===== config.mk =====
export PLATFORM = sky130hd
export DESIGN_NAME = genesis_pad_reader
export DESIGN_NICKNAME = d
export VERILOG_FILES = /design/src/rtl/genpad_pkg.sv /design/src/rtl/genpad_sync.sv /design/src/rtl/genesis_pad_reader.sv
export SDC_FILE = /design/constraint.sdc
export NUM_CORES = 1
export LEC_CHECK = 0
export ABC_AREA = 1
export BUFFER_PORTS_ARGS = -buffer_cell sky130_fd_sc_hd__buf_2
export CORE_MARGIN = 10
export CORE_UTILIZATION = 40
export DETAILED_ROUTE_END_ITERATION = 16
export PLACE_DENSITY = 0.59
export SKIP_CTS_REPAIR_TIMING = 1
export SLEW_MARGIN = 20
export SYNTH_ARGS = -nofsm -noshare
export SYNTH_HDL_FRONTEND = slang
export SYNTH_SLANG_ARGS = --single-unit

===== constraint.sdc =====
create_clock -name clk -period 3 [get_ports clk]
set_input_delay 0.15 -clock clk [delete_from_list [all_inputs] [get_ports clk]]
set_output_delay 0.15 -clock clk [all_outputs]
set_load 0.005 [all_outputs]

===== src/rtl/genpad_pkg.sv =====
// Shared types and bit positions for the Mega Drive pad reader.
package genpad_pkg;

    typedef enum logic [1:0] {
        IDLE = 2'd0,
        STEP = 2'd1,
        DONE = 2'd2
    } state_t;

    // pad_in pin positions (active-low DB9 lines)
    localparam int PIN_UP    = 0;
    localparam int PIN_DOWN  = 1;
    localparam int PIN_LEFT  = 2;
    localparam int PIN_RIGHT = 3;
    localparam int PIN_TL    = 4;
    localparam int PIN_TR    = 5;

    // joy bit positions, ZYXM SCBA UDLR
    localparam int J_R = 0;
    localparam int J_L = 1;
    localparam int J_D = 2;
    localparam int J_U = 3;
    localparam int J_A = 4;
    localparam int J_B = 5;
    localparam int J_C = 6;
    localparam int J_S = 7;
    localparam int J_M = 8;
    localparam int J_X = 9;
    localparam int J_Y = 10;
    localparam int J_Z = 11;

    localparam int PH_READ_DPAD = 0;
    localparam int PH_READ_AS   = 1;
    localparam int PH_DETECT6   = 5;
    localparam int PH_READ_XYZM = 6;
    localparam int PH_LAST      = 7;

endpackage


===== src/rtl/genpad_sync.sv =====
// Two-flop synchronizer for the raw pad pins; resets to all-ones because idle pins float high.
module genpad_sync #(
    parameter int WIDTH = 6
) (
    input  logic             clk,
    input  logic             reset_n,
    input  logic [WIDTH-1:0] d,
    output logic [WIDTH-1:0] q
);

    logic [WIDTH-1:0] meta;

    always_ff @(posedge clk or negedge reset_n) begin
        if (!reset_n) begin
            meta <= '1;
            q    <= '1;
        end else begin
            meta <= d;
            q    <= meta;
        end
    end

endmodule


===== src/rtl/genesis_pad_reader.sv =====
// Steps SELECT through the pad read sequence and publishes a 12-bit button map once per poll frame.
// GENPAD_SIX_BUTTON_EN: full 8-phase sequence with 6-button detection; otherwise phases 0-1 only.
module genesis_pad_reader
    import genpad_pkg::*;
#(
    parameter int STEP_CYCLES = 500,
    parameter int POLL_CYCLES = 833333
) (
    input  logic        clk,
    input  logic        reset_n,
    input  logic [5:0]  pad_in,
    output logic        pad_sel,
    output logic [11:0] joy,
    output logic        pad_present,
    output logic        six_button,
    output logic        joy_valid
);

    localparam int POLL_W = (POLL_CYCLES > 1) ? $clog2(POLL_CYCLES) : 1;
    localparam int STEP_W = (STEP_CYCLES > 1) ? $clog2(STEP_CYCLES) : 1;

`ifdef GENPAD_SIX_BUTTON_EN
    localparam int PH_W     = 3;
    localparam int PH_END_I = PH_LAST;
`else
    localparam int PH_W     = 1;
    localparam int PH_END_I = PH_READ_AS;
`endif

    localparam logic [POLL_W-1:0] POLL_LAST = POLL_W'(POLL_CYCLES - 1);
    localparam logic [STEP_W-1:0] STEP_LAST = STEP_W'(STEP_CYCLES - 1);
    localparam logic [PH_W-1:0]   PH_END    = PH_W'(PH_END_I);

    logic [5:0]        s;
    logic [5:0]        p;
    state_t            state;
    state_t            state_nxt;
    logic [POLL_W-1:0] poll_cnt;
    logic [STEP_W-1:0] step_cnt;
    logic [PH_W-1:0]   phase;
    logic [PH_W-1:0]   phase_nxt;
    logic              poll_last;
    logic              step_last;
    logic              capture;
    logic [11:0]       sh_btn;
    logic              sh_present;
    logic              sh_six;

    genpad_sync #(.WIDTH(6)) u_sync (
        .clk     (clk),
        .reset_n (reset_n),
        .d       (pad_in),
        .q       (s)
    );

    assign p         = ~s;
    assign poll_last = (poll_cnt == POLL_LAST);
    assign step_last = (step_cnt == STEP_LAST);

    always_ff @(posedge clk or negedge reset_n) begin
        if (!reset_n) begin
            state <= IDLE;
        end else begin
            state <= state_nxt;
        end
    end

    always_comb begin
        state_nxt = state;
        phase_nxt = phase;
        capture   = 1'b0;
        case (state)
            IDLE: begin
                if (poll_last) begin
                    state_nxt = STEP;
                    phase_nxt = '0;
                end
            end
            STEP: begin
                if (step_last) begin
                    capture = 1'b1;
                    if (phase == PH_END) begin
                        state_nxt = DONE;
                    end else begin
                        phase_nxt = phase + 1'b1;
                    end
                end
            end
            DONE: begin
                state_nxt = IDLE;
                phase_nxt = '0;
            end
            default: begin
                state_nxt = IDLE;
                phase_nxt = '0;
            end
        endcase
    end

    // Poll counter free-runs through the frame so frame spacing is exactly POLL_CYCLES.
    always_ff @(posedge clk or negedge reset_n) begin
        if (!reset_n) begin
            poll_cnt  <= '0;
            step_cnt  <= '0;
            phase     <= '0;
            pad_sel   <= 1'b1;
            joy_valid <= 1'b0;
        end else begin
            poll_cnt  <= poll_last ? '0 : poll_cnt + 1'b1;
            step_cnt  <= (state == STEP && !step_last) ? step_cnt + 1'b1 : '0;
            phase     <= phase_nxt;
            pad_sel   <= (state_nxt == STEP) ? ~phase_nxt[0] : 1'b1;
            joy_valid <= (state == DONE);
        end
    end

    always_ff @(posedge clk or negedge reset_n) begin
        if (!reset_n) begin
            sh_btn     <= '0;
            sh_present <= 1'b0;
            sh_six     <= 1'b0;
        end else if (capture) begin
            if (phase == PH_W'(PH_READ_DPAD)) begin
                sh_btn[J_U] <= p[PIN_UP];
                sh_btn[J_D] <= p[PIN_DOWN];
                sh_btn[J_L] <= p[PIN_LEFT];
                sh_btn[J_R] <= p[PIN_RIGHT];
                sh_btn[J_B] <= p[PIN_TL];
                sh_btn[J_C] <= p[PIN_TR];
            end
            if (phase == PH_W'(PH_READ_AS)) begin
                sh_btn[J_A] <= p[PIN_TL];
                sh_btn[J_S] <= p[PIN_TR];
                // With SELECT low a connected pad grounds LEFT and RIGHT.
                sh_present  <= !s[PIN_LEFT] && !s[PIN_RIGHT];
            end
`ifdef GENPAD_SIX_BUTTON_EN
            if (phase == PH_W'(PH_DETECT6)) begin
                sh_six <= (s[3:0] == 4'b0000);
            end
            if (phase == PH_W'(PH_READ_XYZM) && sh_six) begin
                sh_btn[J_Z] <= p[PIN_UP];
                sh_btn[J_Y] <= p[PIN_DOWN];
                sh_btn[J_X] <= p[PIN_LEFT];
                sh_btn[J_M] <= p[PIN_RIGHT];
            end
`endif
        end
    end

    always_ff @(posedge clk or negedge reset_n) begin
        if (!reset_n) begin
            joy         <= '0;
            pad_present <= 1'b0;
            six_button  <= 1'b0;
        end else if (state == DONE) begin
            joy         <= sh_present ? {(sh_six ? sh_btn[11:8] : 4'b0000), sh_btn[7:0]} : 12'h000;
            pad_present <= sh_present;
            six_button  <= sh_present && sh_six;
        end
    end

endmodule

Word-level counts from Yosys, hierarchy flattened
Cells that the tools add are included.
{ "op_classes": {"n_addsub": 3, "n_eq_ne": 5, "n_mux": 15, "bitwise": 3, "reduce_logical": 9} }
{ "op_table": {"columns": ["cell", "n"], "rows": [
  ["$add A20 B1 Y20 const B", 1],
  ["$eq A20 B20 Y1 const B", 1],
  ["$mux W20", 1],
  ["$mux W12", 1],
  ["$add A9 B1 Y9 const B", 1],
  ["$eq A9 B9 Y1 const B", 1],
  ["$mux W9", 1],
  ["$mux W1", 6],
  ["$mux W2", 3],
  ["$not A6 Y6", 1],
  ["$eq A2 B1 Y1 const B", 2],
  ["$mux W4", 1],
  ["$pmux W2 S2", 1],
  ["$reduce_and A2 Y1", 2],
  ["$logic_and A1 B1 Y1", 3],
  ["$logic_not A1 Y1", 3],
  ["$eq A2 B2 Y1 const B", 1],
  ["$logic_not A2 Y1", 1],
  ["$not A1 Y1", 2],
  ["$pmux W1 S2", 1],
  ["$add A1 B1 Y1 const B", 1]
]} }
{ "totals": {"ff_bits": 69, "out_inout_bits": 16, "word_cells": 49} }

Longest topological paths before layout
Gate-level depths: netlist of run 1.
{ "depth": {"ltp_word": 6, "depth_mapped": 9, "depth_no_buf": 8} }

Hierarchy
Synthesis of run 1 repeated with hierarchy kept, for this count alone.
{ "unflattened": {"cells_unflattened": 340, "area_unflattened_um2": 2950.3} }
{ "by_module_without_submodules": {"columns": ["mod", "instances", "cells_per_inst", "area_each_um2", "seq_area_each_um2"], "rows": [
  ["genesis_pad_reader", 1, 328, 2635.0, 1302.5],
  ["genpad_sync", 1, 12, 315.3, 315.3]
]} }

Worst setup path before layout of run 1
No wires, ideal clock.
{ "synth_timing": {"kind": "reg-to-reg", "startpoint": "register step_cnt[0]", "endpoint": "register sh_btn[2]", "arrival_time_ps": 1253, "slack_ps": 1630, "path_stages_with_launch": 10, "path_buffers": 1, "cell_sequence": "dfrtp_1 > ha_1 > nand2_1 > inv_1 > nand3b_1 > nor2_2 > nand3_1 > buf_4 > nand2_1 > o21ai_2"} }
{ "synth_between": {"elab_chain_cells": 4} }
{ "synth_lines": {"columns": ["item", "line_no", "rtl"], "rows": [
  ["start, declared", "genesis_pad_reader.sv:39", "logic [STEP_W-1:0] step_cnt;"],
  ["start signal, assigned", "genesis_pad_reader.sv:110", "step_cnt <= (state == STEP && !step_last) ? step_cnt + 1'b1 : '0;"],
  ["$eq A9 B9 Y1", "genesis_pad_reader.sv:58", "assign step_last = (step_cnt == STEP_LAST);"],
  ["$mux W1", "genesis_pad_reader.sv:80", "if (step_last) begin"],
  ["$mux W1", "genesis_pad_reader.sv:72", "case (state)"],
  ["$reduce_and A2 Y1 (no line)", null, null],
  ["end signal, assigned by index", "genesis_pad_reader.sv:124", "sh_btn[J_U] <= p[PIN_UP];"],
  ["end signal, assigned by index", "genesis_pad_reader.sv:125", "sh_btn[J_D] <= p[PIN_DOWN];"],
  ["end signal, assigned by index", "genesis_pad_reader.sv:126", "sh_btn[J_L] <= p[PIN_LEFT];"],
  ["end, declared", "genesis_pad_reader.sv:45", "logic [11:0] sh_btn;"]
]} }
No other way between the ends.
A chain may end at the register's enable or synchronous reset.

Worst setup path after layout of run 1
Same ends and word-level chain as after synthesis.

==> results.ini, run 1 <==
[worst_setup_path]
startpoint = step_cnt[0]$_DFF_PN0_
cp_data_required_time_ns = 3.21
cp-start-kind = flop
ff2ff_setup_slack_ns = 1.26
path_class = reg2reg
reg2reg_from = step_cnt[0]$_DFF_PN0_
cp_max_fo = 12
rr_worst_depth = 8
crit_path_end = sh_btn[2]$_DFFE_PN0P_
r2r-end = sh_btn[2]$_DFFE_PN0P_
end_kind = flop
cp_data_arrival_time_ns = 1.96

[global_routing]
grt_usage_pct = 10.7
grt_start_max_net_pins = 65
grt_pass1_wl_um = 9670
grt_pass1_vias = 2178
antenna_found_initial = 0
grt.overflow.total = 0

[timing]
relSlewSlack_pct = 47.6
slew_viol_final = 0
setup_violations = 0
fmax_ghz = 0.573
finalCriticalPeriod_ns = 1.74
whs_ns = -0.0410
tns_ns = 0
min_period_over_period_pct = 58.1
hold_violations = 42
worstMarginPinSlew_ns = 0.786
skew_ns = 0.0107
rsz0062_at_grt = false

[yosys]
synth-seq-area-share_pct = 55.3
synth_warnings = 5
syn_area_per_cell_um2 = 8.78
async_flop_share_pct = 100
synth_cell_types = 29
synth-seq-cells = 64
synth_ff_type = dfrtp_1
netlist_area_um2 = 2920
synth-edff-count = 0
postSynthCellCount = 333

[power_and_ir_drop]
leakage_nw = 1.62
power_density_nw_per_um2 = 509
ir_drop_mv = 0.234

[finish]
layout-drive-gt1-share_pct = 17.1
fin_area_um2 = 3380
multiInputGateArea_um2 = 1130
n_antenna_cell = 0
fill_cells = 697
syn_to_final_growth_pct = 15.5
final_cells = 467
regArea_um2 = 1620
nets = 374
finalCoreUtilization_pct = 47.1

[routing]
wl_per_cell_um = 11.9
wirelength_um = 5560
drc = 0
routed_via_density = 4.59
drt-pass1-iter-count = 4
drt_iter0_drc = 120
ant_nets = 0
vias = 2142

[clock_network]
cts_buffers = 9
cts_tree = done
ctsRootBufferMaster = clkbuf_8
path_clk_slew_ns = 0.07
numClockSinks = 64
insertion_delay_ns = 0.35
htreeDepth = 3
clockBufferDepth = 2

[placement]
post-dp-hpwl_um = 3900
dp_cells = 445
gp_congestion = 0.853
placed_cell_area_um2 = 3100
portBuffers = 18

[die]
start_util_pct = 40.7
ios = 24
coreArea_um2 = 7180
die_area_um2 = 11100
die_w_um = 106
die_height_um = 106
row_count = 31

[run_status]
violations = negative hold slack
status = finished with violations

[worst_hold_path]
hp-class = in2async

[flow_run]
cap_violations = 0

-- worst max-delay path, cell delays in order (launching register included) --
cell      delay [ns]
dfrtp_1         0.39
ha_1            0.22
nand2_1         0.06
inv_1           0.05
nand3b_1        0.08
nor2_2          0.12
nand3_1         0.40
nand2_1         0.22
o21ai_2         0.07
-- flip-flops by register name, summed over array words and instances (netlist names) --
signal / count
poll_cnt: 20
step_cnt: 9
joy: 8
sh_btn: 8
u_sync.meta: 6
u_sync.q: 6
state: 2
joy_valid: 1
pad_present: 1
pad_sel: 1
phase: 1
sh_present: 1
-- worst min path at each step --
| stage | endpoint | slack (ns) | cells past startpoint |
|---|---|---|---|
| after floorplan | joy[0]$_DFFE_PN0P_ | -0.15 | 0 |
| after global placement | u_sync.meta[2]$_DFF_PN1_ | 0.26 | 1 |
| after detailed placement | u_sync.meta[3]$_DFF_PN1_ | 0.26 | 1 |
| after CTS | u_sync.meta[3]$_DFF_PN1_ | -0.12 | 1 |
| after global routing | step_cnt[3]$_DFF_PN0_ | 0.04 | 2 |
| final | step_cnt[3]$_DFF_PN0_ | -0.04 | 2 |
-- stage by stage --
stage                     total power [mW]  worst slack, ns
after floorplan                      0.903             1.63
after global placement               0.922             1.35
after detailed placement             0.922             1.27
after CTS                             1.75             1.25
after global routing                  1.79             1.03
final                                 1.72             1.26
-- layer usage --
metal / global-route usage, % / wire length, µm / part of all wire [%] / vias up
met1: 11.7 / 2370 / 43 / 987
li1: - / - / - / 1096
met3: 4.57 / 303 / 5.5 / 19
met4: 6.00 / 190 / 3.4 / 0
met5: 0 / 0 / 0 / -
met2: 17.1 / 2700 / 49 / 40
-- kinds of logic (layout without fill, tap and decap cells) --
group	Yosys count	count (layout)	synth area share, %
simple gates	182	182	27.3
buf+inv	45	76	6.59
xor+xnor	14	14	4.19
other cells	1	5	0.128
flops	64	64	55.3
fa+ha+maj	3	3	1.28
compound gates	23	23	4.79
mux	1	1	0.385
-- layout make-up --
class                   instances  area share, %
repair buffers                 25           4.67
multi-input cells             228           33.4
clock inverters                 7           2.78
flip-flops and latches         64           47.9
clock buffers                   9           3.67
inverters                      35           3.89
well taps                      99           3.67
-- cell usage after synthesis (3+ instances only) --
| cell type | n | area, µm² |
|---|---|---|
| inv_1 | 35 | 131 |
| nand4_1 | 5 | 31.3 |
| dfrtp_1 | 51 | 1280 |
| ha_1 | 3 | 37.5 |
| nand2_1 | 71 | 267 |
| xor2_1 | 10 | 87.6 |
| nor3_1 | 7 | 35.0 |
| nand3_1 | 27 | 135 |
| xnor2_1 | 4 | 35.0 |
| nor3b_1 | 3 | 22.5 |
| o21ai_2 | 6 | 52.6 |
| nand3b_1 | 3 | 22.5 |
| buf_4 | 6 | 45.0 |
| nor2_1 | 57 | 214 |
| o21ai_0 | 14 | 70.1 |
| dfstp_2 | 13 | 342 |
-- report_power, final --
part	switching, mW	leakage, nW	internal [mW]	total [mW]
Sequential	0.00393	0.835	0.877	0.881
Clock	0.342	0.106	0.467	0.809
Combinational	0.0198	0.676	0.00949	0.0293
Total	0.365	1.62	1.35	1.72
-- cells in the final DEF, fill, tap and decap left out, types with 9 or more instances in the layout --
cell type / count
xor2_1: 10
inv_1: 35
dfstp_2: 13
nand3_1: 27
buf_2: 18
nand2_1: 71
dfrtp_1: 51
nor2_1: 57
o21ai_0: 14
clkbuf_8: 9
Power figures use the tool's default switching activity.
==> inputs of run 2 (changes only) <==
PLACE_DENSITY = 0.61   (was 0.59)
clock period = 1.5 ns   (was 3 ns; I/O delays follow)
==> run 2 against run 1 <==
- the run now ends clean
- maximum frequency rose by 24%
- global-route usage fell by 0.22 points
- register-to-register slack got worse by 1.2 ns
- largest cell class unchanged
- utilization rose by 2.1 points
- die area did not move
- largest power group unchanged
- sequential cell count did not move
- wire length fell by 0.81%
- hold slack improved by 0.30 ns
- clock power rose by 110%
==> results.ini, run 2 (synthesized netlist as in run 1, its figures left out) <==
[worst_setup_path]
cp_slowest_cell = dfrtp_1
path_class = reg2reg
critPathTopFamily = simple AND/OR/NAND/NOR gates
crit_chain = ha_4 > nand2_1 > inv_1 > nand3b_1 > nor2_2 > nand3_1 > buf_6 > nand2_1 > o21ai_2
cp_data_arrival_time_ns = 1.64  ; -0.32 ns
cp-start-kind = flop
cp_data_required_time_ns = 1.73  ; -1.48 ns
cp_common_cell = nand2_1
cp_max_fo = 12  ; unchanged
critPathMaxStageDelay_ns = 0.40  ; about the same
end_kind = flop
crit_buf_inv = 2  ; +1

[timing]
whs_ns = 0.257  ; +0.298 ns
hold_violations = 0  ; -100%
finalCriticalPeriod_ns = 1.40  ; -0.342 ns
rsz0062_at_grt = true
slew_viol_final = 0  ; unchanged
fmax_ghz = 0.713  ; +24%
setup_ws_ns = 0.0974  ; -1.16 ns
skew_ns = 0.0104  ; -0.000323 ns
setup_violations = 0  ; unchanged
min_period_over_period_pct = 93.5  ; +35 points

[power_and_ir_drop]
ir_drop_mv = 0.544  ; +130%
p_int_mw = 2.77  ; +100%
power_density_nw_per_um2 = 992  ; +95%
leakage_nw = 1.69  ; +4.4%
p_comb_share_pct = 1.9  ; +0.2 points
power.switching_uw = 734  ; +100%
switching_share_pct = 21.0  ; -0.28 points
seqPwrFrac_pct = 50.3  ; -1.0 points
total_power_mw = 3.50  ; +100%
p_clk_share_pct = 47.8  ; +0.8 points

[die]
die_area_um2 = 11100  ; unchanged
ios = 24  ; unchanged
die_height_um = 106  ; unchanged
coreArea_um2 = 7180  ; unchanged
die_w_um = 106  ; unchanged
row_count = 31  ; unchanged
start_util_pct = 40.7  ; unchanged

[clock_network]
htreeDepth = 3  ; unchanged
numClockSinks = 64  ; unchanged
clockBufferDepth = 2  ; unchanged
ctsRootBufferMaster = clkbuf_8
path_clk_slew_ns = 0.08  ; about the same
cts_buffers = 9  ; unchanged
cts_tree = done
insertion_delay_ns = 0.35  ; about the same

[finish]
layout-drive-gt1-share_pct = 21.1  ; +3.9 points
layout_common_cells = nand2_1, nor2_1, dfrtp_1
syn_to_final_growth_pct = 20.6
fill_cells = 679  ; -2.6%
reg.largest.list = poll_cnt x20, step_cnt x9
layout_commonest_cell = nand2_1
regMostFlops = poll_cnt
n_antenna_cell = 0  ; unchanged
largest_reg_flops = 20  ; unchanged
nets = 386  ; +3.2%

[routing]
vias = 2177  ; +1.6%
drt_iter0_drc = 49  ; -59%
drt-pass1-iter-count = 4  ; unchanged
wirelength_um = 5510  ; -0.81%
drc = 0  ; unchanged
ant_nets = 0  ; unchanged
routed_via_density = 4.54  ; -0.91%
wl_per_cell_um = 11.5  ; -3.3%

[placement]
portBuffers = 18  ; unchanged
post-dp-hpwl_um = 3890  ; -0.28%
pre_cts_slack_ns = 0.0155  ; -1.25 ns
gp_congestion = 0.877  ; +2.8%

[global_routing]
antenna_found_initial = 0  ; unchanged
grt_usage_pct = 10.5  ; -0.22 points
grt.overflow.total = 0  ; unchanged
grt_pass1_vias = 2202  ; +1.1%
grt_pass1_wl_um = 9690  ; +0.22%
grt_start_max_net_pins = 65  ; unchanged

[run_status]
status = complete, no violations

[flow_run]
cap_violations = 0  ; unchanged

[worst_hold_path]
hp-class = in2async

-- run 2: path summary, 6_finish.rpt --
check | startpoint | end | slack, ns | depth (start not counted)
setup / recovery | step_cnt[0]$_DFF_PN0_ | sh_btn[2]$_DFFE_PN0P_ | 0.1 | 9
hold / removal | reset_n | step_cnt[0]$_DFF_PN0_ | 0.26 | 3
setup reg to reg | step_cnt[0]$_DFF_PN0_ | sh_btn[2]$_DFFE_PN0P_ | 0.1 | 9
hold reg to reg | u_sync.meta[2]$_DFF_PN1_ | u_sync.q[2]$_DFF_PN1_ | 0.36 | 0
max in group asynchronous | reset_n | u_sync.meta[2]$_DFF_PN1_ | 0.90 | 3
min in group clk | u_sync.meta[2]$_DFF_PN1_ | u_sync.q[2]$_DFF_PN1_ | 0.36 | 0
-- run 2: power groups by stage --
stage	Clock, mW	Combinational [mW]	Sequential (mW)
3_3_place_gp	0	0.0536	1.79
3_5_place_dp	0	0.0543	1.79
2_1_floorplan	0	0.0132	1.79
6_report	1.67	0.0651	1.76
5_1_grt	1.80	0.0765	1.76
4_1_cts	1.72	0.0543	1.76
-- run 2: layout make-up --
class                      count  area (µm²)  area share, %
clock buffer                  10         138           3.90
clock inverter                 6        90.1           2.55
inverter                      35         131           3.72
multi-input combinational    228        1160           32.9
sequential                    64        1620           45.9
tap                           99         124           3.51
timing repair buffer          37         267           7.56
-- run 2: per-stage QoR --
stage / TNS, ns / utilization, % / instances / area [µm²]
after floorplan: 0 / - / 337 / 2940
after global placement: 0 / 44.3 / 454 / 3180
after detailed placement: 0 / 44.3 / 454 / 3180
after CTS: -0.00688 / 47.5 / 470 / 3410
after global routing: -0.452 / 49.2 / 479 / 3530
final: 0 / 49.2 / 479 / 3530
-- run 2: worst reg2reg max path, delay by kind of cell (launching register included) --
kind,cells,cell delay (ns)
fa+ha+maj,1,0.17
simple gates,5,0.47
buf+inv,2,0.21
flops,1,0.40
compound gates,1,0.05
-- run 2: routing by layer --
metal	vias up	wire, µm	global-route usage (%)
li1	1122	-	-
met1	1011	2410	11.6
met2	35	2690	17.4
met3	9	304	4.32
met4	0	104	4.26
met5	-	0	0
